File: src/rtl/egress_desc_queue_pkg.sv
// Shared constants and types for the per-output-port egress descriptor queue.
// Descriptor layout is {length, ptr}, matching the pre-arbiter output.
package egress_desc_queue_pkg;

  localparam int pPORT_NUM   = 4;
  localparam int lpLEN_W     = 6;
  localparam int lpPTR_W     = 10;
  localparam int pFIFO_WIDTH = lpLEN_W + lpPTR_W;
  localparam int pDEPTH      = 8;

  localparam int lpRR_W  = $clog2(pPORT_NUM);
  localparam int lpCNT_W = $clog2(pDEPTH) + 1;

  typedef enum logic {
    lpARB  = 1'b0,
    lpCAPT = 1'b1
  } state_e;

endpackage

File: src/rtl/egress_desc_queue_desc_fifo.sv
// Synchronous first-word-fall-through descriptor FIFO with a separate occupancy counter.
// The head is shown combinationally from storage and reads as zero while empty.
module egress_desc_queue_desc_fifo #(
  parameter int pWIDTH = 16,
  parameter int pDEPTH = 8
) (
  input  logic                       iclk,
  input  logic                       irst,
  input  logic                       i_push,
  input  logic [pWIDTH-1:0]          i_data,
  input  logic                       i_pop,
  output logic [pWIDTH-1:0]          o_data,
  output logic [$clog2(pDEPTH):0]    o_count,
  output logic                       o_full,
  output logic                       o_empty
);

  localparam int lpAW = $clog2(pDEPTH);

  logic [pWIDTH-1:0] r_mem [pDEPTH];
  logic [lpAW-1:0]   r_wptr;
  logic [lpAW-1:0]   r_rptr;
  logic [lpAW:0]     r_count;
  logic              w_do_push;
  logic              w_do_pop;

  assign o_full    = (r_count == (lpAW + 1)'(pDEPTH));
  assign o_empty   = (r_count == '0);
  assign w_do_push = i_push && !o_full;
  assign w_do_pop  = i_pop && !o_empty;
  assign o_count   = r_count;
  assign o_data    = o_empty ? '0 : r_mem[r_rptr];

  always_ff @(posedge iclk) begin
    if (irst) begin
      r_wptr  <= '0;
      r_rptr  <= '0;
      r_count <= '0;
    end else begin
      if (w_do_push) begin
        r_mem[r_wptr] <= i_data;
        r_wptr        <= r_wptr + 1'b1;
      end
      if (w_do_pop) begin
        r_rptr <= r_rptr + 1'b1;
      end
      if (w_do_push && !w_do_pop) begin
        r_count <= r_count + 1'b1;
      end else if (!w_do_push && w_do_pop) begin
        r_count <= r_count - 1'b1;
      end
    end
  end

endmodule

File: src/rtl/egress_desc_queue.sv
// Round-robin arbiter collecting descriptors from the ingress pre-arbiters into an
// egress FIFO; one descriptor is granted and captured every two cycles at most.
module egress_desc_queue
  import egress_desc_queue_pkg::*;
(
  input  logic                             iclk,
  input  logic                             irst,
  input  logic [pPORT_NUM-1:0]             i_req,
  input  logic [pPORT_NUM*pFIFO_WIDTH-1:0] i_desc,
  output logic [pPORT_NUM-1:0]             o_grant,
  output logic                             o_tx_valid,
  output logic [pFIFO_WIDTH-1:0]           o_tx_desc,
  input  logic                             i_tx_ready,
  output logic [lpCNT_W-1:0]               o_count,
  output logic                             o_full,
  output logic                             o_empty
);

  state_e                 r_state;
  logic [lpRR_W-1:0]      r_rr;
  logic [lpRR_W-1:0]      r_sel;
  logic [pPORT_NUM-1:0]   r_grant;
  logic [lpRR_W-1:0]      w_pick;
  logic [lpRR_W-1:0]      w_idx;
  logic                   w_found;
  logic [pPORT_NUM-1:0]   w_onehot;
  logic [pFIFO_WIDTH-1:0] w_cap_desc;
  logic                   w_push;
  logic                   w_full;
  logic                   w_empty;

  // Scan rr+1, rr+2, ... so the most recently served port has lowest priority.
  always_comb begin
    w_found = 1'b0;
    w_pick  = '0;
    w_idx   = '0;
    for (int i = 1; i <= pPORT_NUM; i++) begin
      w_idx = lpRR_W'((int'(r_rr) + i) % pPORT_NUM);
      if (!w_found && i_req[w_idx]) begin
        w_found = 1'b1;
        w_pick  = w_idx;
      end
    end
  end

  assign w_onehot = {{(pPORT_NUM-1){1'b0}}, 1'b1} << w_pick;

  always_comb begin
    w_cap_desc = '0;
    for (int k = 0; k < pPORT_NUM; k++) begin
      if (r_sel == lpRR_W'(k)) begin
        w_cap_desc = i_desc[k*pFIFO_WIDTH +: pFIFO_WIDTH];
      end
    end
  end

  always_ff @(posedge iclk) begin
    if (irst) begin
      r_state <= lpARB;
      r_rr    <= lpRR_W'(pPORT_NUM - 1);
      r_sel   <= '0;
      r_grant <= '0;
    end else begin
      case (r_state)
        lpARB: begin
          if (w_found && !w_full) begin
            r_grant <= w_onehot;
            r_sel   <= w_pick;
            r_state <= lpCAPT;
          end else begin
            r_grant <= '0;
          end
        end
        lpCAPT: begin
          r_rr    <= r_sel;
          r_grant <= '0;
          r_state <= lpARB;
        end
        default: r_state <= lpARB;
      endcase
    end
  end

  // Only one capture is ever in flight, so the full check at grant time covers the push.
  assign w_push = (r_state == lpCAPT);

  egress_desc_queue_desc_fifo #(
    .pWIDTH (pFIFO_WIDTH),
    .pDEPTH (pDEPTH)
  ) u_desc_fifo (
    .iclk    (iclk),
    .irst    (irst),
    .i_push  (w_push),
    .i_data  (w_cap_desc),
    .i_pop   (i_tx_ready),
    .o_data  (o_tx_desc),
    .o_count (o_count),
    .o_full  (w_full),
    .o_empty (w_empty)
  );

  assign o_grant    = r_grant;
  assign o_full     = w_full;
  assign o_empty    = w_empty;
  assign o_tx_valid = !w_empty;

endmodule

File: config.mk
export PLATFORM = sky130hd
export DESIGN_NAME = egress_desc_queue
export DESIGN_NICKNAME = d
export VERILOG_FILES = /design/src/rtl/egress_desc_queue_pkg.sv /design/src/rtl/egress_desc_queue_desc_fifo.sv /design/src/rtl/egress_desc_queue.sv
export SDC_FILE = /design/constraint.sdc
export NUM_CORES = 1
export LEC_CHECK = 0
export ABC_CLOCK_PERIOD_IN_PS = 3500
export BUFFER_PORTS_ARGS = -buffer_cell sky130_fd_sc_hd__buf_2
export CAP_MARGIN = 10
export CORE_AREA = 2 2 159 161
export DETAILED_ROUTE_END_ITERATION = 8
export DIE_AREA = 0 0 161 163
export GPL_ROUTABILITY_DRIVEN = 0
export HOLD_SLACK_MARGIN = 0.15
export MAX_ROUTING_LAYER = met4
export PLACE_DENSITY = 0.49
export SYNTH_ARGS = -nofsm -noshare
export SYNTH_HDL_FRONTEND = slang
export SYNTH_SLANG_ARGS = --single-unit
File: constraint.sdc
create_clock -name iclk -period 3.5 [get_ports iclk]
set_clock_uncertainty 0.1 [all_clocks]
set_input_delay 0.175 -clock iclk [delete_from_list [all_inputs] [get_ports iclk]]
set_output_delay 0.175 -clock iclk [all_outputs]
set_load 0.01 [all_outputs]
== After elaboration in Yosys (flattened, before gate mapping) ==
Memory sizes are Yosys's and may differ from the RTL's. A register that Yosys moved wholly into a read port is not among the register bits.
Index checks and enable logic that the tools add are counted.

* $add $sub $neg: 8
* Order comparisons: 4
* Equal/unequal tests: 4
* Shift-type cells: 1
* Mux-type cells: 32
* Bitwise operators: 1
* Reduce and logical (&&, ||, !) cells: 19

{| class="wikitable"
|+ Operator list
! operator !! number
|-
| 16-bit 2-to-1 mux || 5
|-
| 2-bit by 3-bit less-than comparator with 1-bit output (second input constant) || 4
|-
| 1-bit 2-to-1 mux || 12
|-
| 4-bit 2-to-1 mux || 3
|-
| 1-bit binary-select mux with 2-bit select || 4
|-
| 1-bit logical AND || 8
|-
| 2-bit 2-to-1 mux || 4
|-
| 4-bit case mux with 2 select lines || 1
|-
| 1-bit zero test || 7
|-
| 3-bit by 1-bit adder with 3-bit output (second input constant) || 2
|-
| 3-bit 2-to-1 mux || 2
|-
| 2-bit by 1-bit adder with 2-bit output (second input constant) || 2
|-
| 2-bit adder (second input constant) || 2
|-
| 4-bit by 1-bit adder with 4-bit output (second input constant) || 1
|-
| 2-bit == test (second input constant) || 2
|-
| 4-bit == test (second input constant) || 1
|-
| 4-bit zero test || 1
|-
| 1-bit by 2-bit left shift with 4-bit output (first input constant) || 1
|-
| 4-bit by 1-bit subtractor with 4-bit output (second input constant) || 1
|-
| 2-bit by 1-bit == test with 1-bit output (second input constant) || 1
|-
| 2-bit zero test || 1
|-
| 1-bit case mux with 2 select lines || 1
|-
| 2-bit AND reduction || 1
|-
| 2-bit nonzero test || 1
|-
| 1-bit NOT || 1
|}

* Flip-flop bits (word level): 19
* Bits in writable memories: 128
* Output and inout bits: 27
* Logic and storage cells: 77
* Memories: 1

{| class="wikitable"
|+ Memories
! name !! depth !! width !! rd ports !! clocked after Yosys merged registers in !! write ports !! line !! source
|-
| u_desc_fifo.r_mem || 8 || 16 || 1 || 1 || 1 || egress_desc_queue_desc_fifo.sv:20 || <nowiki>logic [pWIDTH-1:0] r_mem [pDEPTH];</nowiki>
|}

== Longest topological paths before layout ==
Gate-level depths: netlist (run 1).

* Depth in word-level cells: 16
* Depth in mapped cells: 10
* Depth with buffers taken out: 9

== By module ==
Synthesis (run 1) repeated with hierarchy kept, for this count alone.

* Cells, all modules: 338
* Area total of the unflattened synthesis: 6367.4 um^2

{| class="wikitable"
|+ Modules (own cells, without submodules)
! module !! times used !! cells an instance !! area each (um^2)
|-
| egress_desc_queue_desc_fifo || 1 || 276 || 5570.3
|-
| egress_desc_queue || 1 || 62 || 797.0
|}

== Worst setup path before layout (run 1) ==
OpenSTA, ideal clock, no wires.

* Kind: register -> register
* Start point: register u_desc_fifo.r_count[0] (netlist: u_desc_fifo.o_count[0])
* End point: memory u_desc_fifo.r_mem[1][0], enable pin
* Setup time: 0.430 ns
* Arrival: 2.575 ns
* Required time: 2.970 ns
* Path slack: 0.395 ns
* Cell stages (with the launch flop): 6
* Path buffers: 1
* Cells stage by stage: dfxtp_1 > nor4b_2 > nor2b_1 > buf_2 > nand2_1 > nor4_1

* Word-level cells in the longest chain between the ends: 6

{| class="wikitable"
|+ RTL lines
! item !! line !! source
|-
| start, declared || egress_desc_queue_desc_fifo.sv:23 || <nowiki>logic [lpAW:0] r_count;</nowiki>
|-
| start signal, assigned || egress_desc_queue_desc_fifo.sv:48 || <nowiki>r_count <= r_count + 1'b1;</nowiki>
|-
| start signal, assigned || egress_desc_queue_desc_fifo.sv:50 || <nowiki>r_count <= r_count - 1'b1;</nowiki>
|-
| 4-bit == test || egress_desc_queue_desc_fifo.sv:27 || <nowiki>assign o_full = (r_count == (lpAW + 1)'(pDEPTH));</nowiki>
|-
| net o_full || egress_desc_queue.sv:15 || <nowiki>output logic o_full,</nowiki>
|-
| 1-bit zero test || egress_desc_queue_desc_fifo.sv:29 || <nowiki>assign w_do_push = i_push && !o_full;</nowiki>
|-
| 1-bit logical AND || egress_desc_queue_desc_fifo.sv:29 ||
|-
| net u_desc_fifo.w_do_push || egress_desc_queue_desc_fifo.sv:24 || <nowiki>logic w_do_push;</nowiki>
|-
| 1-bit 2-to-1 mux || egress_desc_queue_desc_fifo.sv:40 || <nowiki>if (w_do_push) begin</nowiki>
|-
| 1-bit 2-to-1 mux || egress_desc_queue_desc_fifo.sv:35 || <nowiki>if (irst) begin</nowiki>
|-
| 1-bit 2-to-1 mux (implied by the code) || egress_desc_queue_desc_fifo.sv:41 || <nowiki>r_mem[r_wptr] <= i_data;</nowiki>
|-
| end, declared || egress_desc_queue_desc_fifo.sv:20 ||
|}

The timed path passes the listed nets, and every way through them passes these cells.

== Worst setup path after layout (run 1) ==
* Start point: register u_desc_fifo.r_count[0] (netlist: u_desc_fifo.o_count[0])
* End point: register u_desc_fifo.r_count[3] (netlist: u_desc_fifo.o_count[3])

* Word-level cells in the longest chain between the ends: 6

{| class="wikitable"
|+ RTL lines
! item
|-
| branches (longest 6 deep; another with 4-bit by 1-bit subtractor with 4-bit output)
|}

Several ways; the timed one is not identified. The select of a mux whose other input is x is not followed.
A chain may end at the register's enable or synchronous reset.

==> metrics, run 1 <==
row cnt 58; syn avg cell area 18.76 sq um; Sink Count 150; most frequent cells in the layout edfxtp_1 (128), buf_2 (97), mux4_2 (48); Final WS setup 0.7185 ns; area occupied by multi-input gates 0.001918 sq mm; initial antenna violation count 2; first-pass GRT wire length 21,320 um; Worst EP required 3.70 ns; Syn Inst Count 336; Post-route DRC 0; crit share post-route 0.7947; Pre-antenna DRT Iters 5; vias per cell 4.306; max-slew violation count 0; worst-skew pair later-pin latency 0.41 ns; Mapped Area 0.006304 sq mm; critical path startpoint category register; Tmin final 2.781 ns; part of the power in registers 0.407; fraction of layout cells with a size suffix above 1 0.4449; Core ar. 0.02467 sq mm; Final Hold Violating Endpoints 0; Crit. End Element register; pin count of the biggest net entering global routing 33; pre-CTS setup slack 0.7300 ns; Layout Nets 529; sequential cell area 0.004287 sq mm; CTS tree yes; Clk pin slew, worst setup/hold paths 0.06 ns; Slew headroom 0.4718; synthesis-to-finish area growth 24.71%; Worst Hold Class in2reg; most common cell after layout, fill and taps aside edfxtp_1; DR iter-0 viols 172; IO Port Bufs 97; total grt overflow 0; Max Cap Violations 0; leak pwr 2.669 nW; clk root buf clkbuf_16; fillcell total 2,438; placed cells 757; Final ANT Viol Nets 0; syn nets 413; clock power share 0.312; CTS HTree Levels 4; P_sw 1.736 mW; synth unique cells 43; Layout Cells excl Fill 795; WP data arrival 2.98 ns; Ys Warns 0; ys async rst share 0; RSZ-0062 raised after global routing false; # resized after CTS 0; total negative slack 0 ns; switch share 0.2993; Most used DFF post-synth edfxtp_1; CTS Buffer Depth 2; VDD IR-drop max 0.4810 mV; Starting Density 0.2555; Comb power frac 0.281; Final setup viols 0; Power per Cell Area 738.0 mW/mm^2; drt total wl 13,960 um; Die ar. 0.02624 sq mm; Inserted Clock Buffers 17; GRT Total Usage 0.1143; number of synthesized register bits 150; via count 3,423; vias in the first global route 3,626; IO Count 98; kind of critical path reg2reg; Seq/Total Area, Yosys 0.6796; DP HPWL 9069 um; crit-path max FO 6; Die H 163 um; Slew @ Worst Pin 0.7923 ns; total power 5.801 mW; number of flops mapped to enable cells by yosys 128; die width 161 um; Internal 4.065 mW; status complete, no violations; Fmax achieved 359.5 MHz; wire per inst 17.56 um
[cell families after synthesis]
family / Yosys count / synth area share
buffers and inverters: 22 / 0.02124
muxes: 67 / 0.2019
DFF: 150 / 0.6796
xor gates and xnor gates: 4 / 0.006750
adders and majority gates: 6 / 0.01310
AOI/OAI and AO/OA: 20 / 0.02283
and+or+nand+nor: 67 / 0.05459
[worst paths after layout]
path / start / end / slack (ns) / cells after the start
hold reg to reg: u_desc_fifo.r_wptr[0]$_SDFFE_PP0P_ / u_desc_fifo.r_wptr[0]$_SDFFE_PP0P_ / 0.42 / 2
setup reg to reg: u_desc_fifo.o_count[0]$_SDFFE_PP0P_ / u_desc_fifo.o_count[3]$_SDFFE_PP0P_ / 0.72 / 9
hold / removal: i_desc[8] / u_desc_fifo.r_mem[2][8]$_DFFE_PP_ / 0.17 / 2
setup / recovery: u_desc_fifo.o_count[0]$_SDFFE_PP0P_ / u_desc_fifo.o_count[3]$_SDFFE_PP0P_ / 0.72 / 9
[final cells by class]
| type | instances | share of cell area |
|---|---|---|
| repair buffers | 116 | 0.08181 |
| flip-flops and latches | 150 | 0.5453 |
| clock inverters | 11 | 0.01910 |
| inverters | 3 | 0.001592 |
| clock buffers | 19 | 0.05507 |
| diodes | 2 | 0.0006366 |
| multi-input cells | 164 | 0.2440 |
| well taps | 330 | 0.05252 |
[metal layers]
| layer | global-route usage | routed length [um] |
|---|---|---|
| met1 | 0.1365 | 5947 |
| met2 | 0.1910 | 7204 |
| met3 | 0.03463 | 683 |
| met4 | 0.02719 | 125 |
| met5 | - | 0 |
[through the flow]
| stage | hold slack (ns) | util | cell area [sq um] |
|---|---|---|---|
| after global routing | 0.1781 | 0.3186 | 7861 |
| after detailed placement | 0.3817 | 0.2923 | 7213 |
| after global placement | 0.3833 | 0.2923 | 7213 |
| final | 0.1724 | 0.3186 | 7861 |
| after floorplan | 0.1704 | - | 6304 |
| after CTS | 0.1589 | 0.3184 | 7856 |
[power groups by stage]
stage,clock (mW),combinational [mW],sequential [mW]
6_report,1.81,1.63,2.36
5_1_grt,1.92,1.81,2.40
4_1_cts,1.85,1.68,2.37
3_5_place_dp,0,1.66,2.41
3_3_place_gp,0,1.63,2.40
2_1_floorplan,0,1.24,2.30
[cells in the mapped netlist (2+ instances only)]
cell type | number | share of area
a211o_1 | 3 | 0.0042
a211oi_1 | 4 | 0.0048
a21oi_1 | 5 | 0.0040
a21oi_2 | 2 | 0.0028
and3b_1 | 2 | 0.0028
buf_2 | 7 | 0.0056
buf_4 | 3 | 0.0036
buf_6 | 4 | 0.0071
clkbuf_1 | 4 | 0.0024
dfxtp_1 | 22 | 0.070
edfxtp_1 | 128 | 0.61
ha_1 | 5 | 0.0099
inv_1 | 2 | 0.0012
mux2i_1 | 18 | 0.029
mux4_2 | 48 | 0.17
nand2_1 | 4 | 0.0024
nand2b_1 | 4 | 0.0040
nand3_1 | 4 | 0.0032
nor2_1 | 35 | 0.021
nor2b_1 | 4 | 0.0040
nor3_1 | 3 | 0.0024
nor4_1 | 3 | 0.0030
xor2_1 | 2 | 0.0028
[worst max-delay path, stage by stage, from the launching register on]
cell and delay [ns]:
dfxtp_1 0.38, or4_1 0.64, nand2_4 0.15, ha_1 0.18, inv_1 0.10, ha_1 0.33
a21oi_1 0.18, a211oi_1 0.10, a31oi_1 0.16, mux2_2 0.35
[repair_timing]
item / CTS / global route
hold endpoints to repair: 13 / 0
hold buffers: 6 / 0
endpoints found under the setup margin: 0 / 0
buffers inserted: 0 / 0
[flip-flops by register name (all words and copies together), names as in the netlist, named ones only]
register	flops
u_desc_fifo.r_rptr	3
r_rr	2
u_desc_fifo.o_count	4
u_desc_fifo.r_mem	128
u_desc_fifo.r_wptr	3
r_state	1
r_sel	2
o_grant	4
(Power assumes the default switching activity.)
==> run 2: changes to the inputs <==
Settings changed: ABC_AREA from default to 1, ABC_CLOCK_PERIOD_IN_PS 3500 to 2300, CORE_AREA 2 2 159 161 to 2 2 162 164, DIE_AREA 0 0 161 163 to 0 0 164 166, PLACE_DENSITY 0.49 to 0.51.
Clock period 3.5 ns to 2.3 ns, I/O delays scaled along.
==> metrics, run 2 <==
Worst Hold Class in2reg (unchanged); kind of critical path reg2out (was reg2reg); Layout Nets 847 (was 529); VDD IR-drop max 0.5673 mV (was 0.4810 mV); Slew headroom 0.5107 (was 0.4718); first-pass GRT wire length 26,900 um (was 21,320 um); share of Yosys cell area claimed by the top area cell type 0.5850 (was 0.6098); ant diodes 0 (was 2); drt total wl 17,450 um (was 13,960 um); IO Count 98 (unchanged); critical path startpoint category register (unchanged); RR Startpoint u_desc_fifo.o_count[2]$_SDFFE_PP0P_ (was u_desc_fifo.o_count[0]$_SDFFE_PP0P_); synth unique cells 30 (was 43); Final ANT Viol Nets 0 (unchanged); most area-consuming cells after synthesis edfxtp_1 (59%), nor2_1 (9.1%), dfxtp_1 (6.7%) (was edfxtp_1 (61%), mux4_2 (17%), dfxtp_1 (7.0%)); Syn Inst Count 616 (was 336); IO Port Bufs 97 (unchanged); syn nets 693 (was 413); Slew @ Worst Pin 0.7332 ns (was 0.7923 ns); FF-to-FF setup slack 0.24 ns (was 0.72 ns); most frequent cells in the layout nor2_1 (154), edfxtp_1 (128), buf_2 (97) (was edfxtp_1 (128), buf_2 (97), mux4_2 (48)); cell with the most instances after synthesis nor2_1 (was edfxtp_1); ys async rst share 0 (unchanged); Reg2Reg Capture Point u_desc_fifo.o_count[3]$_SDFFE_PP0P_ (unchanged); Max Cap Violations 0 (unchanged); clk root buf clkbuf_16 (unchanged); Tmin final 2.178 ns; die width 164 um (was 161 um); vias in the first global route 4,928 (was 3,626); Seq/Total Area, Yosys 0.6521 (was 0.6796); number of synthesized register bits 150 (unchanged); Final Hold Violating Endpoints 0 (unchanged); DP HPWL 10,820 um (was 9069 um); max-slew violation count 0 (unchanged); Final setup viols 0 (unchanged); fillcell total 2,520 (was 2,438); synthesis-to-finish area growth 32.79% (was 24.71%); Power per Cell Area 1222 mW/mm^2 (was 738.0 mW/mm^2); CTS Buffer Depth 2 (unchanged); status complete, no violations (unchanged); top cells by count, synth nor2_1 (159), edfxtp_1 (128), nand2_1 (70) (was edfxtp_1 (128), mux4_2 (48), nor2_1 (35)); Die H 166 um (was 163 um); GRT Total Usage 0.1351 (was 0.1143); Post-route DRC 0 (unchanged); RSZ-0062 raised after global routing false (unchanged); CTS tree yes (unchanged); Fmax achieved 459.2 MHz; Die ar. 0.02722 sq mm (was 0.02624 sq mm); cell accounting for the most synthesized area edfxtp_1 (unchanged); number of flops mapped to enable cells by yosys 128 (unchanged); leak pwr 3.326 nW (was 2.669 nW); row cnt 59 (was 58); via count 5,023 (was 3,423); Starting Density 0.2565 (was 0.2555); placed cells 1,051 (was 757); total grt overflow 0 (unchanged); Core ar. 0.02562 sq mm (was 0.02467 sq mm); crit share post-route 0.9469; Clk pin slew, worst setup/hold paths 0.06 ns (about the same); Sink Count 150 (unchanged); Mapped Area 0.006570 sq mm (was 0.006304 sq mm); DR iter-0 viols 302 (was 172); pin count of the biggest net entering global routing 65 (was 33); fraction of layout cells with a size suffix above 1 0.2593 (was 0.4449); most common cell after layout, fill and taps aside nor2_1 (was edfxtp_1); Inserted Clock Buffers 17 (unchanged); crit path capture o_tx_desc[1] (was u_desc_fifo.o_count[3]$_SDFFE_PP0P_); Largest Register u_desc_fifo.r_mem (unchanged); Most used DFF post-synth edfxtp_1 (unchanged); wire per inst 15.61 um (was 17.56 um); Register-to-Register Path Depth 15 (was 9); WP data arrival 1.96 ns (was 2.98 ns); vias per cell 4.493 (was 4.306); Ys Warns 0 (unchanged); initial antenna violation count 0 (was 2); Largest register FFs 128 (unchanged); crit-path max FO 32 (was 6); Layout Cells excl Fill 1,118 (was 795); Worst EP required 2.09 ns (was 3.70 ns); Crit. End Element output pin (was register); CTS HTree Levels 4 (unchanged); total negative slack 0 ns (unchanged); syn avg cell area 10.67 sq um (was 18.76 sq um); worst-skew pair later-pin latency 0.42 ns (was 0.41 ns); Pre-antenna DRT Iters 6 (was 5)
==> run 2: final cells by class <==
| type | instances | area [sq um] | share of cell area |
|---|---|---|---|
| clock buffer | 18 | 429.2 | 0.04919 |
| clock inverter | 14 | 175.2 | 0.02008 |
| timing repair buffer | 166 | 1206 | 0.1382 |
| sequential | 150 | 4287 | 0.4913 |
| inverter | 31 | 118.9 | 0.01362 |
| tap | 335 | 419.2 | 0.04804 |
| multi-input combinational | 404 | 2090 | 0.2395 |
==> run 2: worst min-delay path by stage <==
stage / start / end / cells after the start
after floorplan: irst / u_desc_fifo.o_count[0]$_SDFFE_PP0P_ / 1
after global placement: irst / u_desc_fifo.o_count[0]$_SDFFE_PP0P_ / 2
after detailed placement: irst / u_desc_fifo.o_count[0]$_SDFFE_PP0P_ / 2
after CTS: i_desc[19] / u_desc_fifo.r_mem[2][3]$_DFFE_PP_ / 4
after global routing: i_desc[11] / u_desc_fifo.r_mem[5][11]$_DFFE_PP_ / 4
final: i_desc[19] / u_desc_fifo.r_mem[7][3]$_DFFE_PP_ / 4
==> run 2: cells by family after synthesis <==
kind of cell | Yosys count | share of synthesized area
xor gates and xnor gates | 2 | 0.002667
and+or+nand+nor | 274 | 0.1763
buffers and inverters | 62 | 0.03923
AOI/OAI and AO/OA | 122 | 0.1171
adders and majority gates | 6 | 0.01257
DFF | 150 | 0.6521
==> run 2: power by group <==
part / total (mW) / switching, mW / internal [mW]
clock: 2.80 / 1.08 / 1.72
combinational: 4.04 / 2.61 / 1.43
sequential: 3.82 / 0.155 / 3.67
==> run 2: worst max-delay path, cell delays in order, from the launching register on <==
cell and delay (ns):
dfxtp_2 0.35, inv_2 0.12, buf_12 0.21, nor2_1 0.06, o32ai_1 0.31, nor2_1 0.07, nor2_1 0.21, buf_2 0.19
==> run 2: repair_timing <==
item,in CTS,in global routing
buffers inserted,0,0
resized for setup,1,11
endpoints found under the setup margin,1,15
hold buffers,34,0
pin swaps,0,1
hold endpoints to repair,132,0
cloned,0,1
==> run 2: routing by layer <==
| layer | up-vias | routed length (um) | GRT usage |
|---|---|---|---|
| li1 | 2497 | - | - |
| met1 | 2365 | 7764 | 0.1656 |
| met2 | 143 | 8601 | 0.2223 |
| met3 | 18 | 833 | 0.02722 |
| met4 | 0 | 247 | 0.04500 |
| met5 | - | 0 | - |
==> run 2: stage by stage <==
| stage | power [mW] | hold WS, ns | setup slack, ns | util | instance area [sq um] |
|---|---|---|---|---|---|
| floorplan | 6.223 | 0.08738 | -0.2840 | - | 6570 |
| global placement | 7.766 | 0.3332 | 0.1300 | 0.3011 | 7714 |
| detailed placement | 7.791 | 0.3292 | 0.1194 | 0.3011 | 7714 |
| CTS | 10.65 | 0.1504 | 0.01331 | 0.3381 | 8661 |
| global route | 11.38 | 0.1684 | 0.0004474 | 0.3406 | 8725 |
| finish | 10.66 | 0.1617 | 0.1221 | 0.3406 | 8725 |
==> run 3: changes to the inputs <==
Settings changed: CORE_AREA 2 2 162 164 to 2 2 117 119, DIE_AREA 0 0 164 166 to 0 0 119 121, PLACE_DENSITY 0.51 to 0.81, RECOVER_POWER from default to 25.
==> metrics, run 3 (synthesis gave the netlist of run 2 again) <==
row cnt 42 (was 59); worst-skew pair later-pin latency 0.41 ns (was 0.42 ns); DP HPWL 9832 um (was 10,820 um); Final ANT Viol Nets 0 (unchanged); initial antenna violation count 0 (unchanged); Final Hold Violating Endpoints 0 (unchanged); vias per cell 5.636 (was 4.493); Core ar. 0.01309 sq mm (was 0.02562 sq mm); area occupied by multi-input gates 0.002056 sq mm (was 0.002090 sq mm); CTS tree yes (unchanged); Sink Count 150 (unchanged); Max Cap Violations 0 (unchanged); fillcell total 889 (was 2,520); most common cell after layout, fill and taps aside nor2_1 (unchanged); Power per Cell Area 1264 mW/mm^2 (was 1222 mW/mm^2); clk root buf clkbuf_16 (unchanged); Reg2Reg Capture Point u_desc_fifo.r_mem[7][8]$_DFFE_PP_ (was u_desc_fifo.o_count[3]$_SDFFE_PP0P_); wire per inst 17.41 um (was 15.61 um); Final WS setup 0.06407 ns (was 0.1221 ns); crit-path max FO 36 (was 32); IO Port Bufs 97 (unchanged); IO Count 98 (unchanged); leak pwr 3.239 nW (was 3.326 nW); total power 10.62 mW (was 10.66 mW); Die H 121 um (was 166 um); final core occ 0.6418 (was 0.3406); status complete, no violations (unchanged); Post-route DRC 0 (unchanged); Fmax achieved 447.2 MHz (was 459.2 MHz); ant diodes 0 (unchanged); crit share post-route 0.9721 (was 0.9469); sequential cell area 0.004287 sq mm (unchanged); CTS Buffer Depth 2 (unchanged); Largest register FFs 128 (unchanged); Pre-antenna DRT Iters 5 (was 6); GRT Total Usage 0.2417 (was 0.1351); Crit. End Element output pin (unchanged); kind of critical path reg2out (unchanged); Inserted Clock Buffers 17 (unchanged); CTS HTree Levels 4 (unchanged); FF-to-FF setup slack 0.11 ns (was 0.24 ns); total grt overflow 0 (unchanged); RR Startpoint r_sel[0]$_SDFFE_PP0P_ (was u_desc_fifo.o_count[2]$_SDFFE_PP0P_); Final setup viols 0 (unchanged); Starting Density 0.5021 (was 0.2565); drt total wl 16,700 um (was 17,450 um); WP data arrival 2.02 ns (was 1.96 ns); crit path capture o_tx_desc[5] (was o_tx_desc[1]); VDD IR-drop max 0.7328 mV (was 0.5673 mV); die width 119 um (was 164 um); pre-CTS setup slack 0.09608 ns (was 0.1194 ns); Largest Register u_desc_fifo.r_mem (unchanged); fraction of layout cells with a size suffix above 1 0.2286 (was 0.2593); Layout Cells excl Fill 959 (was 1,118); Worst EP required 2.09 ns (about the same); Clk pin slew, worst setup/hold paths 0.06 ns (about the same); Worst Hold Class in2reg (unchanged); Tmin final 2.236 ns (was 2.178 ns); max-slew violation count 0 (unchanged); vias in the first global route 5,293 (was 4,928); DR iter-0 viols 623 (was 302); critical path startpoint category register (unchanged); synthesis-to-finish area growth 27.82% (was 32.79%); Slew @ Worst Pin 0.6499 ns (was 0.7332 ns); first-pass GRT wire length 25,810 um (was 26,900 um); placed cells 890 (was 1,051); pin count of the biggest net entering global routing 65 (unchanged); Die ar. 0.01440 sq mm (was 0.02722 sq mm); via count 5,405 (was 5,023); Layout Nets 847 (unchanged); Slew headroom 0.5662 (was 0.5107); most frequent cells in the layout nor2_1 (160), edfxtp_1 (128), buf_2 (90) (was nor2_1 (154), edfxtp_1 (128), buf_2 (97)); Register-to-Register Path Depth 6 (was 15)
## run 3: area by class of cell
class | instances | share of cell area
Clock buffer | 21 | 0.05483
Clock inverter | 11 | 0.02056
Inverter | 31 | 0.01445
Multi-Input combinational cell | 404 | 0.2448
Sequential cell | 150 | 0.5104
Tap cell | 176 | 0.02622
Timing Repair Buffer | 166 | 0.1287
## run 3: repair_timing
item                       in CTS  in global routing
hold buffers                   33                  0
hold endpoints to repair      134                  0
setup endpoints to repair       1                 28
cloned                          0                  0
buffers inserted                0                  4
resized for setup               1                 12
## run 3: power by group
| part | internal (mW) | total [mW] | leakage (nW) | switching [mW] |
|---|---|---|---|---|
| Combinational | 1.32 | 3.87 | 1.60 | 2.55 |
| Clock | 1.88 | 2.92 | 0.296 | 1.04 |
| Sequential | 3.67 | 3.83 | 1.34 | 0.160 |
## run 3: routing by layer
layer | GRT usage | vias to the layer above | wire length, um
li1 | - | 2490 | -
met1 | 0.2784 | 2569 | 6441
met2 | 0.4106 | 307 | 8612
met3 | 0.05404 | 39 | 1319
met4 | 0.1027 | 0 | 323
met5 | - | - | 0
## run 3: worst min-delay path by stage
stage	endpoint	cells after the start	from	slack, ns
final	u_desc_fifo.r_mem[4][15]$_DFFE_PP_	4	i_desc[15]	0.17
after global routing	u_desc_fifo.r_mem[4][12]$_DFFE_PP_	4	i_desc[12]	0.17
after CTS	u_desc_fifo.r_mem[4][14]$_DFFE_PP_	4	i_desc[46]	0.15
after detailed placement	u_desc_fifo.o_count[0]$_SDFFE_PP0P_	2	irst	0.34
after global placement	u_desc_fifo.o_count[0]$_SDFFE_PP0P_	2	irst	0.32
after floorplan	u_desc_fifo.o_count[0]$_SDFFE_PP0P_	1	irst	0.09
## run 3: through the flow
| step | area [sq um] | TNS [ns] | hold slack (ns) |
|---|---|---|---|
| finish | 8398 | 0 | 0.1673 |
| global route | 8398 | -0.0004328 | 0.1703 |
| CTS | 8389 | 0 | 0.1513 |
| detailed placement | 7422 | 0 | 0.3428 |
| global placement | 7422 | 0 | 0.3204 |
| floorplan | 6570 | -18.18 | 0.08738 |
## run 3: critical path: stages (launching register included)
cell     delay (ns)
dfxtp_1        0.39
buf_8          0.26
nor2_1         0.09
o32ai_1        0.37
nor2_1         0.07
nor2_1         0.24
buf_2          0.19
